`src/rtl/pipe_ctrl.sv`:
```
// pipe_ctrl: pipeline hazard / redirect controller for a six-stage in-order pipe.
//
// Ports
//   clk_i, rst_i        single clock; synchronous active-high reset
//   stallreq_id_i       load-use hazard seen in ID
//   stallreq_ex_i       multi-cycle EX operation still busy
//   branch_i            taken branch/jump resolved in EX this cycle
//   branch_target_i     redirect address, valid with branch_i
//   stall_o[5:0]        per-stage hold {WB,MEM,EX,ID,IF,PC}, 1 = stop (combinational)
//   flush_o             squash IF/ID contents while the flush window is open
//   redirect_o          one-cycle PC load strobe, the cycle after a branch is accepted
//   redirect_pc_o       PC load value, valid with redirect_o, held otherwise
//   timeout_o           sticky: EX stalled MAX_STALL consecutive cycles
//   load_stall_cnt_o    saturating count of load-use stall cycles
//   ex_stall_cnt_o      saturating count of EX stall cycles
//   dbg_state_o         current FSM state (RUN=0, EX_WAIT=1, FLUSH=2)
//
// Request/strobe semantics: the request inputs are level-sensitive and sampled
// every cycle with no handshake. A branch is accepted in any cycle where
// branch_i=1 and stallreq_ex_i=0; while EX is busy the branch is ignored and
// the EX stage is expected to present it again once it releases. redirect_o
// is a single-cycle strobe with no back-pressure.
module pipe_ctrl #(
    parameter int ADDR_WIDTH   = 32,
    parameter int FLUSH_CYCLES = 2,
    parameter int MAX_STALL    = 64,
    parameter int CNT_WIDTH    = 16
) (
    input  logic                  clk_i,
    input  logic                  rst_i,
    input  logic                  stallreq_id_i,
    input  logic                  stallreq_ex_i,
    input  logic                  branch_i,
    input  logic [ADDR_WIDTH-1:0] branch_target_i,
    output logic [5:0]            stall_o,
    output logic                  flush_o,
    output logic                  redirect_o,
    output logic [ADDR_WIDTH-1:0] redirect_pc_o,
    output logic                  timeout_o,
    output logic [CNT_WIDTH-1:0]  load_stall_cnt_o,
    output logic [CNT_WIDTH-1:0]  ex_stall_cnt_o,
    output logic [1:0]            dbg_state_o
);

    typedef enum logic [1:0] {
        RUN     = 2'd0,
        EX_WAIT = 2'd1,
        FLUSH   = 2'd2
    } state_t;

    localparam logic [2:0] FLUSH_LOAD    = 3'(FLUSH_CYCLES);
    localparam logic [7:0] MAX_STALL_L   = 8'(MAX_STALL);
    localparam logic [5:0] STALL_NONE    = 6'b000000;
    localparam logic [5:0] STALL_LOADUSE = 6'b000111;
    localparam logic [5:0] STALL_EX      = 6'b001111;

    state_t     state_q, state_d;
    logic [2:0] flush_cnt_q, flush_cnt_d;
    logic [7:0] ex_run_q, ex_run_d;
    logic       accept;

    assign accept      = branch_i & ~stallreq_ex_i;
    assign flush_o     = (state_q == FLUSH);
    assign dbg_state_o = state_q;

    // Next-state logic. A branch acceptance overrides every other transition
    // and (re)opens the flush window, including when already in FLUSH.
    always_comb begin
        state_d     = state_q;
        flush_cnt_d = flush_cnt_q;
        case (state_q)
            RUN: begin
                if (stallreq_ex_i) state_d = EX_WAIT;
            end
            EX_WAIT: begin
                if (!stallreq_ex_i) state_d = RUN;
            end
            FLUSH: begin
                // The window keeps draining even if EX stalls meanwhile.
                if (flush_cnt_q <= 3'd1) begin
                    flush_cnt_d = 3'd0;
                    state_d     = stallreq_ex_i ? EX_WAIT : RUN;
                end else begin
                    flush_cnt_d = flush_cnt_q - 3'd1;
                end
            end
            default: begin
                state_d     = RUN;
                flush_cnt_d = 3'd0;
            end
        endcase
        if (accept) begin
            state_d     = FLUSH;
            flush_cnt_d = FLUSH_LOAD;
        end
    end

    // Stage holds. The instruction in ID is squashed during FLUSH and by a
    // branch resolving this cycle, so its load-use request must not stall.
    always_comb begin
        stall_o = STALL_NONE;
        if (rst_i)                               stall_o = STALL_NONE;
        else if (stallreq_ex_i)                  stall_o = STALL_EX;
        else if (state_q == FLUSH || branch_i)   stall_o = STALL_NONE;
        else if (stallreq_id_i)                  stall_o = STALL_LOADUSE;
    end

    // Consecutive EX-stall run length, saturating so a long stall cannot wrap.
    always_comb begin
        ex_run_d = 8'd0;
        if (stallreq_ex_i) ex_run_d = (ex_run_q == 8'hFF) ? 8'hFF : ex_run_q + 8'd1;
    end

    always_ff @(posedge clk_i) begin
        if (rst_i) begin
            state_q          <= RUN;
            flush_cnt_q      <= 3'd0;
            redirect_o       <= 1'b0;
            redirect_pc_o    <= '0;
            timeout_o        <= 1'b0;
            ex_run_q         <= 8'd0;
            load_stall_cnt_o <= '0;
            ex_stall_cnt_o   <= '0;
        end else begin
            state_q     <= state_d;
            flush_cnt_q <= flush_cnt_d;
            redirect_o  <= accept;
            if (accept) redirect_pc_o <= branch_target_i;
            ex_run_q <= ex_run_d;
            if (ex_run_d >= MAX_STALL_L) timeout_o <= 1'b1;
            if (stall_o == STALL_LOADUSE && load_stall_cnt_o != '1)
                load_stall_cnt_o <= load_stall_cnt_o + 1'b1;
            if (stall_o == STALL_EX && ex_stall_cnt_o != '1)
                ex_stall_cnt_o <= ex_stall_cnt_o + 1'b1;
        end
    end

endmodule

```
`config.mk`:
```
export PLATFORM = sky130hd
export DESIGN_NAME = pipe_ctrl
export DESIGN_NICKNAME = d
export VERILOG_FILES = /design/src/rtl/pipe_ctrl.sv
export SDC_FILE = /design/constraint.sdc
export NUM_CORES = 1
export LEC_CHECK = 0
export ABC_AREA = 1
export CORE_ASPECT_RATIO = 1.5
export CORE_UTILIZATION = 42
export DETAILED_ROUTE_END_ITERATION = 12
export PLACE_DENSITY = 0.83
export SLEW_MARGIN = 25
export SYNTH_ARGS = -nofsm -noshare
export SYNTH_HDL_FRONTEND = slang
export SYNTH_SLANG_ARGS = --single-unit
```
`constraint.sdc`:
```
create_clock -name clk_i -period 1.5 [get_ports clk_i]
set_input_delay 0.375 -clock clk_i [delete_from_list [all_inputs] [get_ports clk_i]]
set_output_delay 0.375 -clock clk_i [all_outputs]
set_load 0.02 [all_outputs]
```
# Word level (Yosys, flattened, before mapping)
# Cells that the tools add are included.
[word_totals]
ff_bits = 79
word_cells = 55
output_inout_bits = 75
input_bits = 37
[op_classes]
mux = 15
bitwise = 2
magnitude_cmp = 2
n_reduce_logical = 8
n_eq_ne = 14
n_addsub = 4
[op_table]
columns = ["op", "count"]
rows = [
  ["$add 16x1->16 const B", 2],
  ["$ne 16x16->1 const B", 2],
  ["$mux 8", 2],
  ["$mux 2", 5],
  ["$mux 3", 3],
  ["$add 8x1->8 const B", 1],
  ["$eq 8x8->1 const B", 1],
  ["$ge 8x7->1 const B", 1],
  ["$mux 4", 2],
  ["$eq 6x3->1 const B", 1],
  ["$eq 6x4->1 const B", 1],
  ["$ne 3x3->1 const B", 2],
  ["$pmux 2 s3", 1],
  ["$pmux 3 s2", 1],
  ["$reduce_and 3->1", 2],
  ["$ne 2x1->1 const B", 2],
  ["$ne 2x2->1 const B", 2],
  ["$reduce_or 2->1", 2],
  ["$le 3x1->1 const B", 1],
  ["$ne 3x1->1 const B", 1],
  ["$sub 3x1->3 const B", 1],
  ["$eq 2x1->1 const B", 1],
  ["$eq 2x2->1 const B", 1],
  ["$logic_and 1x1->1", 2],
  ["other kinds (5)", 5],
]

# Logic depth before layout (Yosys ltp)
# Gate-level depths: netlist of the first run.
[depth]
ltp_word = 7
mapped_depth = 10
depth_no_buf = 10

# Least setup slack after synthesis of the first run
# No wires, ideal clock.
[synth_path]
path_type = "register -> register"
from = "register load_stall_cnt_o[0]"
to = "register load_stall_cnt_o[12]"
period_less_slack_ns = 1.621
path_buffers = 1
t_arrival_ns = 1.506
t_required_ns = 1.385
path_slack_ns = -0.121
stages_incl_launch_ff = 10
cell_sequence = "dfxtp_1 ha_1 nand2_1 nor2_4 nand2_2 nor2_2 nor2_2 buf_6 a21oi_1 nor2_1"
[synth_between]
elab_chain_cells = 2
elab_cells_between_ends = 3
[synth_rtl]
columns = ["element", "line_no", "rtl"]
rows = [
  ["start: declaration", "40", "output logic [CNT_WIDTH-1:0] load_stall_cnt_o,"],
  ["start signal: assignment", "132", "load_stall_cnt_o <= load_stall_cnt_o + 1'b1;"],
  ["parallel branches: the longest is 2 deep, another holds $add 16x1->16", "n/a", ""],
]
# Parallel ways; which one is timed is not known.
# A chain may end at the register's enable or synchronous reset.

# Worst setup path after layout of the first run
# Ends and elaborated chain as after synthesis.

==> results of run 1 <==
sequential cells by signal (all words and copies together), names as in the netlist:
name              cells
ex_stall_cnt_o       16
redirect_pc_o        32
redirect_o            1
timeout_o             1
ex_run_q              8
load_stall_cnt_o     16
flush_cnt_q           3
dbg_state_o           2
routing by layer:
layer	global-route usage	vias up	routed length (microns)	share of wire
li1	-	1809	-	-
met1	0.240	1750	3860	0.38
met2	0.420	136	5620	0.55
met3	0.0440	20	590	0.058
met4	0.0833	0	163	0.016
met5	0	-	0	0
metrics by stage:
step,hold slack (ps),worst slack [ps]
after floorplan,442,0.986
after global placement,456,-779
after detailed placement,456,-827
after CTS,470,-30.4
after global routing,489,-133
final,465,-78.6
logic make-up (layout without fill, tap and decap cells):
| family | count (synthesis) | after routing | share of synthesized area |
|---|---|---|---|
| fa+ha+maj | 4 | 4 | 0.0142 |
| xor+xnor | 15 | 15 | 0.0374 |
| buf+inv | 58 | 216 | 0.0751 |
| compound gates | 71 | 73 | 0.143 |
| simple gates | 227 | 227 | 0.279 |
| other cells | 1 | 2 | 0.00107 |
| flops | 79 | 79 | 0.450 |
power groups by stage:
stage / Clock, mW / Combinational, mW / Sequential [mW]
2_1_floorplan: 0 / 0.176 / 2.30
3_3_place_gp: 0 / 0.516 / 2.24
3_5_place_dp: 0 / 0.534 / 2.24
4_1_cts: 2.36 / 0.502 / 2.19
5_1_grt: 2.46 / 0.560 / 2.20
6_report: 2.34 / 0.526 / 2.19
final cells by class:
class | instances | area (sq um) | area share
Multi-Input combinational cell | 321 | 1840 | 0.337
Sequential cell | 79 | 1600 | 0.293
Clock buffer | 10 | 239 | 0.0437
Clock inverter | 6 | 83.8 | 0.0153
Tap cell | 105 | 131 | 0.0240
Inverter | 41 | 154 | 0.0281
Timing Repair Buffer | 159 | 1420 | 0.259
synth_stat cells (3+ instances only):
master	number	area, sq um
buf_4	6	45.0
xor2_1	10	87.6
inv_2	3	11.3
nor2_4	4	45.0
xnor2_1	5	43.8
inv_1	38	143
buf_2	7	35.0
nand4_1	11	68.8
nand2_1	120	450
a22o_1	32	280
nor2_1	53	199
a21oi_1	28	140
ha_1	4	50.1
dfxtp_1	79	1580
nand3_1	24	120
nor2_2	5	31.3
nor3_1	4	20.0
critical path, cell delays in order, from the launching register on:
cell and delay, ps:
dfxtp_2 350, ha_4 140, buf_4 110, nand3_1 100
nor2_2 120, nand2_1 130, nor2_1 260, nand3_1 130
nand2_1 80, nor2_1 40
path summary, 6_finish.rpt:
path | start | to | slack, ps | cells past startpoint
worst max-delay path | load_stall_cnt_o[0]$_SDFFE_PP0P_ | load_stall_cnt_o[12]$_SDFFE_PP0P_ | -80 | 9
worst max register to register | load_stall_cnt_o[0]$_SDFFE_PP0P_ | load_stall_cnt_o[12]$_SDFFE_PP0P_ | -80 | 9
worst min-delay path | redirect_pc_o[30]$_SDFFE_PP0P_ | redirect_pc_o[30]$_SDFFE_PP0P_ | 470 | 1
worst min register to register | redirect_pc_o[30]$_SDFFE_PP0P_ | redirect_pc_o[30]$_SDFFE_PP0P_ | 470 | 1
what timing repair did:
| action | CTS | global route |
|---|---|---|
| setup buffers | 1 | 2 |
| resized for setup | 111 | 54 |
| cloned | 0 | 3 |
| hold endpoints to repair | 0 | 0 |
| endpoints found under the setup margin | 132 | 52 |
| pin swaps | 3 | 10 |
==> impl_results.md, run 1 <==
* Status: finished with violations
* Failing checks: negative setup slack
* Min Clock Period, post-route at 1580 ps
* Max-slew headroom at 0.531
* Mean Syn Cell Area at 7.72 sq um
* Util after Layout at 0.679
* CTS max path bufs at 2
* Hold Path Class: reg2reg
* IO Pins at 112
* Clk pin slew, worst setup/hold paths at 60 ps
* Net Switching at around 1.2 mW
* Tot Pwr at 5.06 mW
* Detailed placer's ending HPWL at roughly 6800 microns
* Ys Warns at 0
* Most common cell after layout, fill and taps aside: nand2_1
* Most frequent cells in the layout: 114 x nand2_1, 64 x dfxtp_1, 61 x dlygate4sd2_1
* Slew @ Worst Pin at between 700 and 800 ps
* H-tree Lvls at 3
* Final std cells w/o fill at between 700 and 800
* Final WL at 10,200 microns
* CP Class: reg2reg
* Fin worst setup slack at -78.6 ps
* RSZ-0062 raised after global routing: true
* Overall routing resource usage at 0.222
* Die width at roughly 77 microns
* Synth-to-Final Area Change at 55.7%
* Synth Instances at between 400 and 500
* Largest net degree at the start of global routing at 34
* EDFF count, synth at 0
* DIE AREA at ~0.0087 sq mm
* 1st-iter DRT viols at 156
* Worst setup SP type: register
* Total clock sinks at 79
* Main synth FF type: dfxtp_1
* Final-report max-slew violation count at 0
* TritonRoute pass-1 iters at 5
* First-pass GRT wire length at 15,700 microns
* Die height at around 110 microns
* Cell variety after synth at 33
* Max frequency at 0.633 GHz
* Core ar. at 0.00806 sq mm
* Hold Buf Count CTS at 0
* Post-route DRC violation count at 0
* Period utilization at 1.05
* Share of layout cells above drive strength 1 at 0.221
* CTS tree: done
* #FFs+latches synth at 79
* Antenna Cells at 0
* Gate power share at 0.104
* IO Port Bufs at ~110
* Seq/Total Area, Yosys at 0.450
* Later-pin clock latency in the skew report at ~330 ps
* CTS Buf Count at 9
* Post-synth design cell area at 0.00351 sq mm
* Leak at between 2 and 3 nW
* Vias at ~3.7k
* Area after DPL at 0.00501 sq mm
* Total negative slack at -104 ps
* Placed cells at 699
* Site Rows at 40
* Internal Pwr Total at 3.90 mW
* Post-layout nets at 652
* GPL Wtd Cong at between 0.8 and 0.9
* Hold Vio Cnt, Final at 0
* Arr. time, crit path at 1790 ps
* Reg power frac at 0.434
* Antenna-violating nets left at 0
* Final setup viols at 2
* Clock share of power at 0.462
* Initial antenna violation count at 0
* Routed wire per std cell at ~14 microns
* Crit Path Max Fanout at 3
* Vias per cell at 5.15
* Clk root buf: clkbuf_16
* Global route overflow at 0
* Clock skew at 7.67 ps
* Layout fillers at between 600 and 700
* Post-synthesis async set-or-reset flop share at 0
* Switch share at 0.228
* Starting Density at 0.436
* Max VDD drop at just under 700 uV
* MaxCap Viol Count at 0
* Final Cell Area at 0.00547 sq mm
* Endpoint class of the critical path: register
* Critical Path RT at roughly 1700 ps
* Pwr Density at 925 mW/mm^2
* Number of global-route vias before repair at approximately 3.5k
Power figures use the tool's default switching activity.
==> run 2: changes to the inputs <==
- CORE_UTILIZATION: 42 -> 45
- PLACE_DENSITY: 0.83 -> 0.84
- SKIP_LAST_GASP: not set -> 1
- clock period: 1.5 -> 1.6 ns (I/O delays scaled with it)
==> impl_results.md, run 2 (synthesis results as in run 1) <==
* Status: finished clean
* Core ar. at 0.00761 sq mm
* Routed wire per std cell at 13.2 microns
* CP bufs+invs at 5
* Gate power share at 0.107
* Most frequent cells in the layout: 117 x nand2_1, 74 x dfxtp_1, 71 x dlygate4sd2_1
* Vias per cell at a little over 5
* DIE AREA at about 0.0082 sq mm
* Clock skew at ~5.1 ps
* Max frequency at ~0.64 GHz
* Post-route DRC violation count at 0
* Starting Density at 0.462
* Met1 Usage GRT at 0.252
* Final WL at 9190 microns
* CTS tree: done
* IO Port Bufs at 109
* H-tree Lvls at 3
* Global route overflow at 0
* Min Clock Period, post-route at roughly 1600 ps
* Crit-path most repeated cell: buf_4
* Switch share at 0.220
* Overall routing resource usage at 0.233
* Site Rows at 39
* Clk root buf: clkbuf_16
* Most common cell after layout, fill and taps aside: nand2_1
* Regs by FF count: redirect_pc_o: 32 flops, ex_stall_cnt_o: 16 flops, load_stall_cnt_o: 16 flops
* Reg area at 0.00159 sq mm
* Vias at 3,564
* Pwr Density at just under 900 mW/mm^2
* Internal Pwr Total at 3.49 mW
* Max stage delay cell, worst path: dlygate4sd2_1
* Clk pin slew, worst setup/hold paths at 60 ps
* Area after DPL at just under 0.005 sq mm
* Reg power frac at 0.460
* Number of global-route vias before repair at 3,475
* Antenna Cells at 0
* First-pass GRT wire length at 14,800 microns
* Longest individual stage delay on the worst path at 260 ps
* Grt peak-use layer: met2
* IO Pins at 112
* CTS max path bufs at 2
* Initial antenna violation count at 0
* Number of flip-flops under the largest register name at 32
* Die height at 110 microns
* Total negative slack at 0 ps
* Largest net degree at the start of global routing at 34
* Met2 Use GR at 0.416
* Worst path cell trace: dlygate4sd2_1 -> nor2_2 -> buf_4 -> buf_4 -> buf_4 -> nand4_1 -> nor2_2 -> buf_12 -> nand3_1 -> nand2_1 -> nor2_1
* 1st-iter DRT viols at 210
* Hold Path Class: reg2reg
* Antenna-violating nets left at 0
* Share of layout cells above drive strength 1 at 0.144
* Post-layout nets at 634
* Period utilization at 0.981
* Crit Path Max Fanout at 21
* Later-pin clock latency in the skew report at 330 ps
* TritonRoute pass-1 iters at 4
* Die width at between 70 and 80 microns
* Detailed placer's ending HPWL at 6590 microns
* GPL Wtd Cong at approximately 0.90
* Largest register by flop count: redirect_pc_o
* Max VDD drop at roughly 690 uV
* GRT met3 Usage at 0.0545
* CP Class: in2reg
* Final setup viols at 0
* Critical Path RT at 1810 ps
* Area occupied by multi-input gates at roughly 0.0017 sq mm
* CTS Buf Count at 9
* Synth-to-Final Area Change at 47.1%
* Layout fillers at 658
* Net Switching at 0.984 mW
* Family with the most delay on the worst path: buffers and inverters
* Clock share of power at 0.434
* Arr. time, crit path at 1780 ps
* Total clock sinks at 79
* Hold Vio Cnt, Final at 0
* Final Cell Area at 0.00517 sq mm
* Final-report max-slew violation count at 0
* Endpoint class of the critical path: register
* RSZ-0062 raised after global routing: true
* Hold Buf Count CTS at 0
* MaxCap Viol Count at 0
* Worst setup SP type: primary input
* Leak at 2.38 nW
## run 2: cell count changes in the layout (fill, tap and decap cells not counted), sizes merged
cell           before  now
clkbuf             14   13
clkdlybuf4s15       7    1
clkinv              4    0
bufinv              2    1
buf                55   39
dlygate4sd2        61   71
o21ai               8    6
## run 2: through the flow
stage	utilization	setup WS, ps	total power [mW]	std cells	hold WS [ps]
floorplan	-	12.5	2.32	456	442
finish	0.679	30.3	4.48	698	467
detailed placement	0.643	-740	2.59	680	457
global placement	0.643	-707	2.58	680	451
global route	0.679	-66.2	4.64	698	491
CTS	0.672	-11.9	4.51	698	470
## run 2: repair_timing
action,CTS,global route
endpoints found under the setup margin,101,21
gates resized for setup,98,19
hold endpoints to repair,0,0
setup buffers,4,0
pin swaps,3,4
## run 2: per-layer routing
layer  part of all wire  vias to the layer above  wire length (microns)
li1                   -                     1760                      -
met1               0.38                     1658                   3510
met2               0.54                      124                   4980
met3              0.056                       22                    515
met4              0.019                        0                    178
met5                  0                        -                      0
## run 2: power by group through the flow
stage	logic (mW)	clock network [mW]	registers (mW)
finish	0.477	1.94	2.06
global route	0.515	2.07	2.06
CTS	0.465	1.99	2.06
detailed placement	0.497	0	2.10
global placement	0.485	0	2.10
floorplan	0.165	0	2.16
## run 2: layout make-up
class,count,area share
repair buffers,143,0.250
multi-input cells,319,0.333
inverters,41,0.0303
clock inverters,1,0.00581
well taps,102,0.0247
flip-flops and latches,79,0.307
clock buffers,13,0.0484
## run 2: worst register-to-register path: stages (launching register included)
cell and delay [ps]:
dfxtp_1 330, ha_2 190, nand2_1 90, nor2_4 120, nand2_2 110, o21ai_4 300, nand2_1 150, a21oi_2 160
## run 2: path summary, 6_finish.rpt
| path | from | endpoint | slack (ps) | cells past startpoint |
|---|---|---|---|---|
| setup / recovery | branch_i | load_stall_cnt_o[4]$_SDFFE_PP0P_ | 30 | 11 |
| hold / removal | ex_run_q[0]$_SDFF_PP0_ | ex_run_q[0]$_SDFF_PP0_ | 470 | 1 |
| setup reg to reg | load_stall_cnt_o[1]$_SDFFE_PP0P_ | load_stall_cnt_o[2]$_SDFFE_PP0P_ | 90 | 7 |
| hold reg to reg | ex_run_q[0]$_SDFF_PP0_ | ex_run_q[0]$_SDFF_PP0_ | 470 | 1 |
